**config.mk**
```make
export PLATFORM = sky130hd
export DESIGN_NAME = alu_arbiter
export DESIGN_NICKNAME = d
export VERILOG_FILES = /design/src/rtl/alu_arbiter.sv
export SDC_FILE = /design/constraint.sdc
export NUM_CORES = 1
export LEC_CHECK = 0
export CAP_MARGIN = 20
export CORE_MARGIN = 1.5
export CORE_UTILIZATION = 30
export DETAILED_ROUTE_END_ITERATION = 10
export DONT_BUFFER_PORTS = 1
export SYNTH_ARGS = -nofsm -noshare
export SYNTH_HDL_FRONTEND = slang
export SYNTH_SLANG_ARGS = --single-unit
```
**constraint.sdc**
```tcl
create_clock -name clk -period 1.61 [get_ports clk]
set_input_delay 0.0805 -clock clk [delete_from_list [all_inputs] [get_ports clk]]
set_output_delay 0.0805 -clock clk [all_outputs]
set_load 0.01 [all_outputs]
```
**src/rtl/alu_arbiter.sv**
```systemverilog
// Round-robin arbiter sharing one execute ALU between NREQ requesters, one op in flight.
// Optional per-requester saturating grant counters when ALU_ARB_STATS_EN is defined.
module alu_arbiter #(
  parameter int NREQ = 2,
  parameter int DW   = 32,
  parameter int OPW  = 6
) (
  input  logic                 clk,
  input  logic                 rst_n,
  input  logic [NREQ-1:0]      req_valid,
  output logic [NREQ-1:0]      req_ready,
  input  logic [NREQ*DW-1:0]   req_a,
  input  logic [NREQ*DW-1:0]   req_b,
  input  logic [NREQ*OPW-1:0]  req_op,
  output logic [NREQ-1:0]      rsp_valid,
  input  logic [NREQ-1:0]      rsp_ready,
  output logic [DW-1:0]        rsp_data,
  output logic [DW-1:0]        alu_a,
  output logic [DW-1:0]        alu_b,
  output logic [OPW-1:0]       alu_op,
  input  logic [DW-1:0]        alu_res,
  output logic [NREQ*16-1:0]   grant_cnt
);

  localparam int GW = $clog2(NREQ);
  localparam logic [GW:0] NREQ_W = (GW+1)'(NREQ);

  typedef enum logic [1:0] {IDLE, EXEC, RESP} state_t;

  state_t          state_reg, state_next;
  logic [GW-1:0]   last_gnt_reg, gnt_reg, win;
  logic            win_found;
  logic            accept;
  logic [GW:0]     cand;
  logic [NREQ-1:0] gnt_onehot;
  logic [NREQ-1:0] rsp_valid_reg;
  logic [DW-1:0]   rsp_data_reg, alu_a_reg, alu_b_reg;
  logic [OPW-1:0]  alu_op_reg;

  // Search starts one past the last grant and wraps, so the most recent winner ranks last.
  always_comb begin
    win       = last_gnt_reg;
    win_found = 1'b0;
    cand      = '0;
    for (int k = 1; k <= NREQ; k++) begin
      cand = {1'b0, last_gnt_reg} + (GW+1)'(k);
      if (cand >= NREQ_W) cand = cand - NREQ_W;
      if (!win_found && req_valid[cand[GW-1:0]]) begin
        win_found = 1'b1;
        win       = cand[GW-1:0];
      end
    end
  end

  assign gnt_onehot = {{(NREQ-1){1'b0}}, 1'b1} << gnt_reg;

  always_ff @(posedge clk or negedge rst_n) begin
    if (!rst_n) state_reg <= IDLE;
    else        state_reg <= state_next;
  end

  // req_ready is gated by rst_n so nothing looks accepted while reset is held.
  always_comb begin
    state_next = state_reg;
    req_ready  = '0;
    accept     = 1'b0;
    case (state_reg)
      IDLE: begin
        if (win_found && rst_n) begin
          req_ready[win] = 1'b1;
          accept         = 1'b1;
          state_next     = EXEC;
        end
      end
      EXEC:    state_next = RESP;
      RESP:    if (rsp_ready[gnt_reg]) state_next = IDLE;
      default: state_next = IDLE;
    endcase
  end

  always_ff @(posedge clk or negedge rst_n) begin
    if (!rst_n) begin
      last_gnt_reg  <= GW'(NREQ-1);
      gnt_reg       <= '0;
      alu_a_reg     <= '0;
      alu_b_reg     <= '0;
      alu_op_reg    <= '0;
      rsp_data_reg  <= '0;
      rsp_valid_reg <= '0;
    end else begin
      if (accept) begin
        alu_a_reg    <= req_a[win*DW +: DW];
        alu_b_reg    <= req_b[win*DW +: DW];
        alu_op_reg   <= req_op[win*OPW +: OPW];
        gnt_reg      <= win;
        last_gnt_reg <= win;
      end
      if (state_reg == EXEC) begin
        rsp_data_reg  <= alu_res;
        rsp_valid_reg <= gnt_onehot;
      end
      if (state_reg == RESP && rsp_ready[gnt_reg]) rsp_valid_reg <= '0;
    end
  end

  assign alu_a     = alu_a_reg;
  assign alu_b     = alu_b_reg;
  assign alu_op    = alu_op_reg;
  assign rsp_data  = rsp_data_reg;
  assign rsp_valid = rsp_valid_reg;

`ifdef ALU_ARB_STATS_EN
  generate
    for (genvar gi = 0; gi < NREQ; gi++) begin : g_stats
      logic [15:0] cnt_reg;
      always_ff @(posedge clk or negedge rst_n) begin
        if (!rst_n)
          cnt_reg <= '0;
        else if (accept && win == GW'(gi) && cnt_reg != 16'hFFFF)
          cnt_reg <= cnt_reg + 16'd1;
      end
      assign grant_cnt[gi*16 +: 16] = cnt_reg;
    end
  endgenerate
`else
  assign grant_cnt = '0;
`endif

endmodule

```
==> summary.txt <==
Timing
  • Fin Setup TNS: 0 ns
  • Hold_ws: -0.581 ns
  • Minimum clock period: 1.55 ns
  • Final count of hold timing violations: 108
  • Tcrit/Tclk final: 96.5%
  • Max Freq: approximately 0.64 GHz
  • Setup Viol. Count Final: 0
  • PnR worst setup slack: 0.0567 ns
  • Final Max Tran Viols: 0
  • Worst Skew: ~0.0090 ns
  • RSZ-0062 raised after global routing: false

Placed design
  • Post-Place Worst Slack: 0.0681 ns
  • Placed Cells: between 600 and 700
  • PortBufs: 0
  • Routability congestion estimate: 0.699
  • Final HPWL DP: 9780 µm
  • Placed inst area: ~5500 µm²

Yosys
  • Synth Flop Type: dfrtp_1
  • Synth Cell Area: 5440 µm²
  • Synth Instances: 452
  • Mapped Avg Cell Area: 12.0 µm²
  • FFs w/ async S/R, synth: 100%
  • Sequential-to-total area share from yosys stat: 49.7%
  • Post-synth EDFFs: 0
  • Yosys warns: 0
  • FF+latch count, synth: 108
  • Yosys cell types: 27

Power and ir drop
  • Clock Power Share: around a fifth
  • NetSw: 4.19 mW
  • VDD IR max: 0.000606 V
  • Static leakage: between 2 and 3 nW
  • Switching part of the total: 37.5%
  • Sequential power share: 51.2%
  • Combinational share of power: 29.5%
  • Pwr dens: 1580 nW/µm²
  • Internal: 6.98 mW
  • Final Power: 11.2 mW

Layout
  • FILL cells: 1674
  • Commonest non-fill, non-tap cell in the layout: dlygate4sd3_1
  • End-of-flow core utilization: 39.7%
  • Fin cells: 792
  • Post-layout net count: 735
  • Most frequent cells in the layout: 117 x dlygate4sd3_1, 106 x dfrtp_1, 73 x nand2_1
  • Share of cells above drive strength 1: 26.3%
  • Area Growth Syn to Fin: 30.5%
  • Design area: 7090 µm²

Routing
  • Residual DRC: 0
  • Detailed Routing Iterations Pass 1: 4
  • Routed wire length: 15400 µm
  • Via count: between 4000 and 5000
  • Antenna viol nets, final: 0
  • DR WL/cell: just under 20 µm
  • Post-DR vias/cell: slightly above 5
  • Initial DRC count: 209

CTS
  • Clk sink count: 108
  • Clock Path Buffers: 2
  • H-tree lvl count: 3
  • Hold Buf Count CTS: 117
  • CTS tree: built
  • Clock Tree Root: clkbuf_16
  • Clock latency on the worst-skew pair: around 0.35 ns
  • CTS clk-pin slew, worst paths: 0.08 ns
  • Num CTS Buffers: 9

Setup path
  • WP data required: 1.84 ns
  • Setup crit end kind: flop
  • Cell family with most CP delay: flip-flops
  • Crit path cell chain: nand2_1 > and3_4 > bufbuf_16 > a221o_1
  • Peak fanout along the critical path: 22
  • CP Launch Type: flop
  • Max incr delay on CP: 0.53 ns
  • Levels on crit path: 4
  • CP max stage cell: dfstp_2
  • Critical path type: reg -> reg
  • Critical Path AT: 1.78 ns
  • Buffers & Inverters on Critical Path: 1
  • Worst r2r path cells: 4

Floorplanning
  • Chip height: 138 µm
  • Total core area: between 15000 and 20000 µm²
  • Die area: roughly 19000 µm²
  • Die Wd: 138 µm
  • Starting Density: 30.5%
  • # rows: just under 50
  • IO Pins: roughly 320

GRT
  • Initial antenna violation count: 1
  • Remaining global-route overflow: 0
  • Vias in the first global route: 4154
  • Global-route wire length before repair: 21600 µm
  • Largest net degree at the start of global routing: 111
  • GRT Util Overall: between 10% and 20%

Status
  • Failing checks: hold timing
  • Status: finished with violations

Job
  • # Max-Cap Violations: 0

Hold path
  • Hold Path Class: in -> async
path summary, 6_finish.rpt:
| kind | startpoint | end | slack (ns) |
|---|---|---|---|
| max | last_gnt_reg$_DFFE_PN1P_ | alu_op[3]$_DFFE_PN0P_ | 0.06 |
| min | rst_n | rsp_data[12]$_DFFE_PN0N_ | -0.58 |
| max reg2reg | last_gnt_reg$_DFFE_PN1P_ | alu_op[3]$_DFFE_PN0P_ | 0.06 |
| min reg2reg | gnt_reg$_DFFE_PN0P_ | rsp_valid[1]$_DFFE_PN0P_ | 0.58 |
| max in group asynchronous | rst_n | last_gnt_reg$_DFFE_PN1P_ | 1.96 |
| min in group clk | req_b[30] | alu_b[30]$_DFFE_PN0P_ | 0.01 |
cells by family after synthesis:
logic type,after synthesis,synth area share (%)
flip-flops,108,49.7
buffers and inverters,78,10.2
other,1,0.0690
multiplexers,32,6.63
AND/OR/NAND/NOR,153,19.2
AO/OA/AOI/OAI,80,14.1
synthesized netlist by cell type, drive strengths merged, types with 2 or more instances:
library cell	n	area share (%)
a221o	70	13
buf	63	9.1
inv	3	0.21
mux2	32	6.6
nor2b	3	0.35
o21a	2	0.28
nand2b	2	0.23
nand2	73	5.0
nor3	70	13
dfrtp	107	49
a21oi	3	0.28
clkbuf	12	0.83
o21ai	2	0.18
worst register-to-register path, cell delays in order (launching register included):
cell and delay, ns:
dfstp_2 0.53, nand2_1 0.05, and3_4 0.20, bufbuf_16 0.30, a221o_1 0.37
routing by layer:
metal | vias up | wire length (µm) | track usage (%)
met4 | 0 | 242 | 5.56
met2 | 214 | 8070 | 27.1
met5 | - | 0 | 0
met3 | 14 | 1220 | 5.19
met1 | 2068 | 5890 | 16.1
li1 | 1801 | - | -
area by class of cell:
| cell class | instances | area (µm²) | share of cell area [%] |
|---|---|---|---|
| antenna | 1 | 2.50 | 0.0353 |
| clock buffer | 10 | 239 | 3.37 |
| clock inverter | 6 | 47.5 | 0.671 |
| inverter | 3 | 11.3 | 0.159 |
| multi-input combinational | 298 | 2340 | 32.9 |
| sequential | 108 | 2710 | 38.2 |
| tap | 229 | 287 | 4.04 |
| timing repair buffer | 137 | 1460 | 20.6 |
power by group through the flow:
stage                     clock network [mW]  registers (mW)  logic, mW
after CTS                               2.26            5.68       3.24
after global routing                    2.37            5.86       3.56
after global placement                     0            5.71       2.80
after detailed placement                   0            5.69       2.96
after floorplan                            0            5.36       2.54
final                                   2.16            5.71       3.30
what timing repair did:
item,4_1_cts,5_1_grt
hold endpoints to repair,214,108
setup buffers,2,4
endpoints found under the setup margin,1,24
gates resized for setup,2,3
pin swaps,2,2
gates cloned,1,1
No activity file was read; power rests on OpenSTA's default activity.
